--- src/rtl/calc_pkg.sv ---
// Shared definitions for the keypad calculator datapath.
package calc_pkg;

  // Keypad code meaning "no key pressed".
  localparam logic [4:0] KEY_NONE = 5'b11111;

  // Highest keypad code that is a decimal digit.
  localparam int KEY_MAX_DIGIT = 9;

  // Operand entry states: empty, partially filled, full, committed.
  typedef enum logic [1:0] {
    IDLE   = 2'd0,
    ENTRY  = 2'd1,
    FULL   = 2'd2,
    LOCKED = 2'd3
  } entry_state_t;

endpackage

--- src/rtl/bcd_to_bin.sv ---
// Combinational BCD to binary converter, most significant digit first,
// multiply-accumulate by ten. Shared with the display path.
module bcd_to_bin #(
  parameter int DIGITS = 3,
  parameter int VAL_W  = 10
) (
  input  logic [4*DIGITS-1:0] bcd,
  output logic [VAL_W-1:0]    value
);

  // Horner evaluation; result wraps to VAL_W bits if it does not fit.
  always_comb begin
    logic [VAL_W-1:0] acc;
    acc = '0;
    for (int i = DIGITS - 1; i >= 0; i--) begin
      acc = (acc * VAL_W'(10)) + VAL_W'(bcd[4*i +: 4]);
    end
    value = acc;
  end

endmodule

--- src/rtl/operand_entry_reg.sv ---
// Multi-digit operand entry register: accumulates keypad digits into a BCD
// buffer with backspace, clear and commit, and exposes the binary value.
module operand_entry_reg
  import calc_pkg::*;
#(
  parameter int DIGITS = 3,
  parameter int KEY_W  = 5,
  parameter int VAL_W  = 10
) (
  input  logic                         clock,
  input  logic                         reset,
  input  logic [KEY_W-1:0]             key,
  input  logic                         press,
  input  logic                         backspace,
  input  logic                         commit,
  input  logic                         clear_op,
  input  logic                         enable,
  output logic [4*DIGITS-1:0]          bcd,
  output logic [VAL_W-1:0]             value,
  output logic [$clog2(DIGITS+1)-1:0]  digit_count,
  output logic                         loaded,
  output logic                         full,
  output logic                         done,
  output logic                         rejected
);

  localparam int BW = 4 * DIGITS;
  localparam int CW = $clog2(DIGITS + 1);

  entry_state_t  state, state_n;
  logic [BW-1:0] bcd_r, bcd_n;
  logic [CW-1:0] cnt, cnt_n;
  logic          rej_r, rej_n;
  logic          press_q, bs_q, commit_q;
  logic          press_e, bs_e, commit_e;
  logic          key_is_digit;

  // Edges only count while enabled; a disabled edge is consumed by the
  // edge registers below and never replayed.
  assign press_e  = enable & press     & ~press_q;
  assign bs_e     = enable & backspace & ~bs_q;
  assign commit_e = enable & commit    & ~commit_q;

  assign key_is_digit = (key != KEY_W'(KEY_NONE)) && (key <= KEY_W'(KEY_MAX_DIGIT));

  // Next-state selection: clear_op, then commit, backspace, press; any
  // lower-priority edge seen alongside the chosen action is refused.
  always_comb begin
    state_n = state;
    bcd_n   = bcd_r;
    cnt_n   = cnt;
    rej_n   = 1'b0;
    if (clear_op) begin
      state_n = IDLE;
      bcd_n   = '0;
      cnt_n   = '0;
    end else if (commit_e) begin
      case (state)
        ENTRY, FULL: state_n = LOCKED;
        IDLE:        rej_n   = 1'b1;
        default:     ;
      endcase
      if (bs_e || press_e) rej_n = 1'b1;
    end else if (bs_e) begin
      if (state == ENTRY || state == FULL) begin
        bcd_n   = bcd_r >> 4;
        cnt_n   = cnt - CW'(1);
        state_n = (cnt == CW'(1)) ? IDLE : ENTRY;
      end else begin
        rej_n = 1'b1;
      end
      if (press_e) rej_n = 1'b1;
    end else if (press_e) begin
      if (key_is_digit && (state == IDLE || state == ENTRY)) begin
        bcd_n   = (bcd_r << 4) | BW'(key[3:0]);
        cnt_n   = cnt + CW'(1);
        state_n = (cnt + CW'(1) == CW'(DIGITS)) ? FULL : ENTRY;
      end else begin
        rej_n = 1'b1;
      end
    end
  end

  // Edge registers track the inputs every cycle, reset included, so a
  // button held through reset yields no edge afterwards.
  always_ff @(posedge clock) begin
    press_q  <= press;
    bs_q     <= backspace;
    commit_q <= commit;
  end

  // Operand state and refusal pulse.
  always_ff @(posedge clock) begin
    if (reset) begin
      state <= IDLE;
      bcd_r <= '0;
      cnt   <= '0;
      rej_r <= 1'b0;
    end else begin
      state <= state_n;
      bcd_r <= bcd_n;
      cnt   <= cnt_n;
      rej_r <= rej_n;
    end
  end

  bcd_to_bin #(
    .DIGITS (DIGITS),
    .VAL_W  (VAL_W)
  ) u_bcd_to_bin (
    .bcd   (bcd_r),
    .value (value)
  );

  assign bcd         = bcd_r;
  assign digit_count = cnt;
  assign loaded      = (cnt != '0);
  assign full        = (cnt == CW'(DIGITS));
  assign done        = (state == LOCKED);
  assign rejected    = rej_r;

endmodule

--- config.mk ---
export PLATFORM = sky130hd
export DESIGN_NAME = operand_entry_reg
export DESIGN_NICKNAME = d
export VERILOG_FILES = /design/src/rtl/calc_pkg.sv /design/src/rtl/bcd_to_bin.sv /design/src/rtl/operand_entry_reg.sv
export SDC_FILE = /design/constraint.sdc
export NUM_CORES = 1
export LEC_CHECK = 0
export ABC_CLOCK_PERIOD_IN_PS = 5900
export CELL_PAD_IN_SITES_DETAIL_PLACEMENT = 1
export CELL_PAD_IN_SITES_GLOBAL_PLACEMENT = 1
export CORE_MARGIN = 10
export CORE_UTILIZATION = 32
export CTS_BUF_LIST = sky130_fd_sc_hd__clkbuf_8
export DETAILED_ROUTE_END_ITERATION = 8
export PLACE_DENSITY_LB_ADDON = 0.1
export SLEW_MARGIN = 20
export SYNTH_ARGS = -nofsm -noshare
export SYNTH_HDL_FRONTEND = slang
export SYNTH_SLANG_ARGS = --single-unit
--- constraint.sdc ---
create_clock -name clock -period 5.9 [get_ports clock]
set_clock_uncertainty 0.2 [all_clocks]
set_input_delay 1.77 -clock clock [delete_from_list [all_inputs] [get_ports clock]]
set_output_delay 1.77 -clock clock [all_outputs]
set_load 0.01 [all_outputs]
## Word-level counts from Yosys, hierarchy flattened

Cells that the tools add are included.

- Output and inout bits: 28
- Logic and storage cells: 74
- Bits of input ports: 12
- Register bits after elaboration: 20

- Muxes and demuxes: 24
- Bitwise gates (word level): 11
- Add/subtract/negate cells: 4
- Multiply operators: 2
- Reductions and logical operators: 15
- Magnitude comparators: 1
- Equality and inequality tests: 10

Operator list:

| cell | count |
|---|---|
| $mux W12 | 4 |
| $mux W2 | 11 |
| $add A10 B4 Y10 | 2 |
| $or A12 B4 Y12 | 1 |
| $mul A10 B3 Y9 const B | 1 |
| $mux W1 | 9 |
| $eq A2 B2 Y1 const B | 4 |
| $reduce_and A4 Y1 | 2 |
| $mul A4 B3 Y7 const B | 1 |
| $and A1 B1 Y1 | 6 |
| $reduce_bool A2 Y1 | 3 |
| $reduce_bool A3 Y1 | 2 |
| $le A5 B4 Y1 const B | 1 |
| $ne A5 B5 Y1 const B | 1 |
| $eq A2 B1 Y1 const B | 2 |
| $ne A2 B1 Y1 const B | 2 |
| $not A1 Y1 | 4 |
| $reduce_or A2 Y1 | 2 |
| $logic_or A1 B1 Y1 | 3 |
| $ne A3 B1 Y1 const B | 1 |
| $add A2 B1 Y2 const B | 1 |
| $logic_and A1 B1 Y1 | 2 |
| $logic_not A2 Y1 | 1 |
| $sub A2 B1 Y2 const B | 1 |

## Logic depth before layout (Yosys ltp)

- Depth in word-level cells: 7
- Depth in mapped cells: 13

## Cells and area by module

Synthesis repeated with hierarchy kept, for this count alone.

- Cells, all modules: 207
- Area, all modules: 1846.8 um2

By module, submodules not included:

| module | sequential area each (um2) | cells each | instances | area each (um2) |
|---|---|---|---|---|
| operand_entry_reg | 400.4 | 124 | 1 | 1101.1 |
| bcd_to_bin | 0.0 | 83 | 1 | 745.7 |

## Worst setup path before layout

Ideal clock, no wire load.

- Path kind: register to output
- Start: register bcd_r[11] (netlist: bcd[11])
- End: output value[9]
- Arrival: 3320 ps
- Path buffers: 0
- Path slack: 610 ps
- Stages on the path, launching flop included: 14
- Cell sequence: dfxtp_1 -> ha_1 -> ha_1 -> fa_1 -> o211ai_1 -> nor2_1 -> xnor2_1 -> ha_1 -> ha_1 -> nor2_1 -> a21oi_1 -> xor2_1 -> nand3_1 -> xnor3_1

- Cells in the longest elaborated chain, start to end: 4

RTL lines:

| item | line | RTL |
|---|---|---|
| start, declared | operand_entry_reg.sv:31 | `logic [BW-1:0] bcd_r, bcd_n;` |
| start signal, assigned | operand_entry_reg.sv:101 | `bcd_r <= bcd_n;` |
| $mul A4 B3 Y7 | bcd_to_bin.sv:16 | `acc = (acc * VAL_W'(10)) + VAL_W'(bcd[4*i +: 4]);` |
| $add A10 B4 Y10 | bcd_to_bin.sv:16 |  |
| $mul A10 B3 Y9 | bcd_to_bin.sv:16 |  |
| $add A10 B4 Y10 | bcd_to_bin.sv:16 |  |
| end, declared | operand_entry_reg.sv:19 | `output logic [VAL_W-1:0] value,` |

Every way passes these cells.

## Worst setup path in the final report

- Start: register bcd_r[9] (netlist: bcd[9])
- End: output value[9]

The elaborated chain is that of the path after synthesis.

==> run summary <==
The number of ports placed on the die boundary came out at 40. The number of buffers inserted by port buffering came out at 39. In the detailed route, the total length drawn on met3 is 324 um.

The synthesized area per cell came out at between 8 and 9 um2. The vias per cell is between 4 and 5. The number of distinct library cells after synthesis is 38.

Leaving out fill and tap cells, the most frequent cell in the layout is sky130_fd_sc_hd__clkdlybuf4s50_1. The total number of H-tree levels is 1. The ratio of final minimum period to clock period is a little under 100%. For this block, the routed nets add up to 4.72 mm of wire.

The total routing usage reported by global routing is between 10% and 20%. In the layout the commonest cells are 37 x sky130_fd_sc_hd__clkdlybuf4s50_1, 31 x sky130_fd_sc_hd__nand2_1, 27 x sky130_fd_sc_hd__ha_1, 19 x sky130_fd_sc_hd__dfxtp_1, 17 x sky130_fd_sc_hd__nor2_1. For this run, the number of Yosys warnings is 0. The final HPWL from detailed placement is between 3 and 4 mm. The design draws approximately 270 uW. The insertion delay of the later-clocked pin in the worst-skew pair is about 0.26 ns. The register clock-pin slew on the reported worst setup and hold paths is about 0.08 ns.

The pin count of the biggest net entering global routing is 18. The number of design rule violations left after detail routing is 0. The clock tree buffer depth is 2. The initial antenna violation count came out at 0. The worst setup path is launched from a flop. The power density normalized to cell area came out at ~120 mW/mm2. The static leakage is roughly 1.1 nW. The kind of end point of the critical path is an output port. The min-delay analysis places its worst path in the category reg2reg.

The pre-antenna-repair detailed-routing pass consisted of 4 iterations. The worst slew slack as a fraction of its limit is between 50 and 60%. In this run the top signal layer used is met4. The hold violation count in the final report came out at 0. The number of sinks on the clock net came out at 20. The multi-input combinational cells in the finished layout cover a total of around 0.0013 mm2. The max-slew violation count came out at 0. The global placement routability congestion came out at slightly below 0.8. After floorplanning, the core was sized to cover ~0.0052 mm2. The area of the mapped netlist came out at about 0.0017 mm2. The minimum clock period is 5.73 ns.

The post-synthesis register bit count is 20. The final antenna diode count is 0. In the synthesized netlist the async set-or-reset flop fraction comes to 0%. The iteration-0 DRC count of the detailed router is 36. The sequential share of the synthesized area is between 20% and 30%. Summed over all layers, the global routing overflow is 0.

The cell count after synthesis came out at around 190. Once detail routing completed, the nets flagged for antenna violations numbered 0. The data required time of the worst path came out at between 3 and 4 ns.

The run finished with clean final reports. The number of fill cells in the layout came out at slightly above 600. Static timing analysis puts the maximum clock frequency at 175 MHz. The number of global-route vias before repair is about 1600.

The register cell area after layout is 402 um2. The total of endpoints with negative setup slack in the final report came out at 0. The detail-routed net length per standard cell came out at roughly 15 um. The maximum fanout encountered on the critical timing path is 3.

The number of standard-cell rows in the floorplan came out at 26. The arrival time of the worst setup path came out at between 3 and 4 ns. The number of nets at the end of the flow came out at between 200 and 300. The critical path in this run is classified as reg2out. The utilization of the core after routing came out at approximately 44%.

The tree is rooted in a sky130_fd_sc_hd__clkbuf_8. For this run, the leading register cell type out of synthesis is sky130_fd_sc_hd__dfxtp_1. The horizontal die dimension is 93.4 um.

The first global-routing pass estimated between 7 and 8 mm of wire. The effective utilization at floorplan came out at 33.3%. The via total after detailed routing is 1473. TritonCTS built the clock tree. The routed design uses around 2.1 mm of met2 wire. The area of the die came out at 0.00871 mm2. The synthesized netlist net count came out at roughly 240. The wire length the detailed router placed on met1 came out at approximately 2.3 mm. The floorplan step set the die height to between 90 and 100 um.

The maximum vdd drop came out at 0.0000751 V. The share of post-route cells with drive strength above 1 came out at between 10% and 20%. The slew of the pin with the lowest slew margin came out at roughly 0.69 ns. The relative area change from synthesis to final layout is 33.5%. The max-cap check violation count came out at 0. Adding up every negative setup slack in the final design gives 0 ns. The number of buffers created by CTS is 3. The count of flip-flops with a built-in enable after synthesis is 0.
-- metrics by stage --
| step | std cells | instance area, um2 | hold WS [ns] | setup slack, ns |
|---|---|---|---|---|
| final | 305 | 2300 | 0.354 | 0.173 |
| after CTS | 303 | 2240 | 0.348 | 0.0548 |
| after detailed placement | 297 | 2170 | 0.334 | -0.0178 |
| after global placement | 297 | 2170 | 0.301 | 0.228 |
| after floorplan | 192 | 1720 | 0.282 | 0.610 |
| after global routing | 305 | 2300 | 0.383 | -0.0230 |
-- power by group --
group | internal [mW] | leakage, nW | switching (mW)
clock network | 0.0594 | 0.0288 | 0.0463
registers | 0.137 | 0.163 | 0.000841
logic | 0.0133 | 0.918 | 0.0134
-- kinds of logic after synthesis --
| family | synth area share, % |
|---|---|
| buf+inv | 5.30 |
| simple gates | 17.9 |
| mux | 5.23 |
| flops | 23.3 |
| xor+xnor | 10.5 |
| compound gates | 12.9 |
| fa+ha+maj | 25.0 |
-- routing by layer --
layer  track usage [%]  up-vias
li1                  -      744
met1              14.2      696
met2              17.1       31
met3              4.24        2
met4              1.67        0
met5                 0        -
-- critical path, cell delays in order (launching register included) --
cell and delay (ns):
sky130_fd_sc_hd__dfxtp_1 0.33, sky130_fd_sc_hd__ha_1 0.30, sky130_fd_sc_hd__ha_1 0.24, sky130_fd_sc_hd__fa_2 0.57, sky130_fd_sc_hd__o211ai_1 0.10, sky130_fd_sc_hd__nor2_2 0.13
sky130_fd_sc_hd__xnor2_1 0.14, sky130_fd_sc_hd__ha_1 0.29, sky130_fd_sc_hd__ha_4 0.30, sky130_fd_sc_hd__nor2_1 0.05, sky130_fd_sc_hd__a21oi_2 0.12, sky130_fd_sc_hd__xor2_1 0.19
sky130_fd_sc_hd__nand3_1 0.11, sky130_fd_sc_hd__xnor3_1 0.34, sky130_fd_sc_hd__dlygate4sd2_1 0.29
-- worst paths after layout --
path	from	endpoint	slack (ns)	depth (start not counted)
max	bcd[9]$_SDFFE_PP0P_	value[9]	0.17	14
min	state[0]$_SDFFE_PP0P_	state[0]$_SDFFE_PP0P_	0.35	2
max reg2reg	state[0]$_SDFFE_PP0P_	bcd[3]$_SDFFE_PP0P_	3.68	7
min reg2reg	state[0]$_SDFFE_PP0P_	state[0]$_SDFFE_PP0P_	0.35	2
-- area by class of cell --
cell class                 instances  share of cell area [%]
sequential                        20                    17.5
tap                               70                    3.81
clock buffer                       4                    2.40
multi-input combinational        155                    55.4
timing repair buffer              47                    19.5
inverter                           9                    1.47
-- state kept, by name, indices dropped and copies added, names as in the netlist --
name,cells
bs_q,1
digit_count,2
bcd,12
press_q,1
rejected,1
state,2
commit_q,1
-- timing repair --
| item | in CTS | in global routing |
|---|---|---|
| hold buffers | 0 | 0 |
| resized for setup | 3 | 8 |
| setup buffers | 2 | 2 |
| pin swaps | 2 | 4 |
| setup endpoints to repair | 2 | 3 |
-- cells in the mapped netlist, types with 2 or more instances --
library cell,count,area [um2]
sky130_fd_sc_hd__nand2_1,31,116
sky130_fd_sc_hd__a21oi_1,7,35.0
sky130_fd_sc_hd__xor2_1,6,52.6
sky130_fd_sc_hd__clkbuf_1,2,7.51
sky130_fd_sc_hd__inv_1,9,33.8
sky130_fd_sc_hd__a21o_1,7,52.6
sky130_fd_sc_hd__ha_1,28,350
sky130_fd_sc_hd__xnor2_1,12,105
sky130_fd_sc_hd__fa_1,4,80.1
sky130_fd_sc_hd__a211oi_1,4,30.0
sky130_fd_sc_hd__a22oi_1,4,30.0
sky130_fd_sc_hd__nand3b_1,3,22.5
sky130_fd_sc_hd__mux2i_1,9,90.1
sky130_fd_sc_hd__buf_6,3,33.8
sky130_fd_sc_hd__nor3b_1,3,22.5
sky130_fd_sc_hd__nor2_1,18,67.6
sky130_fd_sc_hd__and3b_2,2,20.0
sky130_fd_sc_hd__dfxtp_1,20,400
No activity file was read; power rests on OpenSTA's default activity.
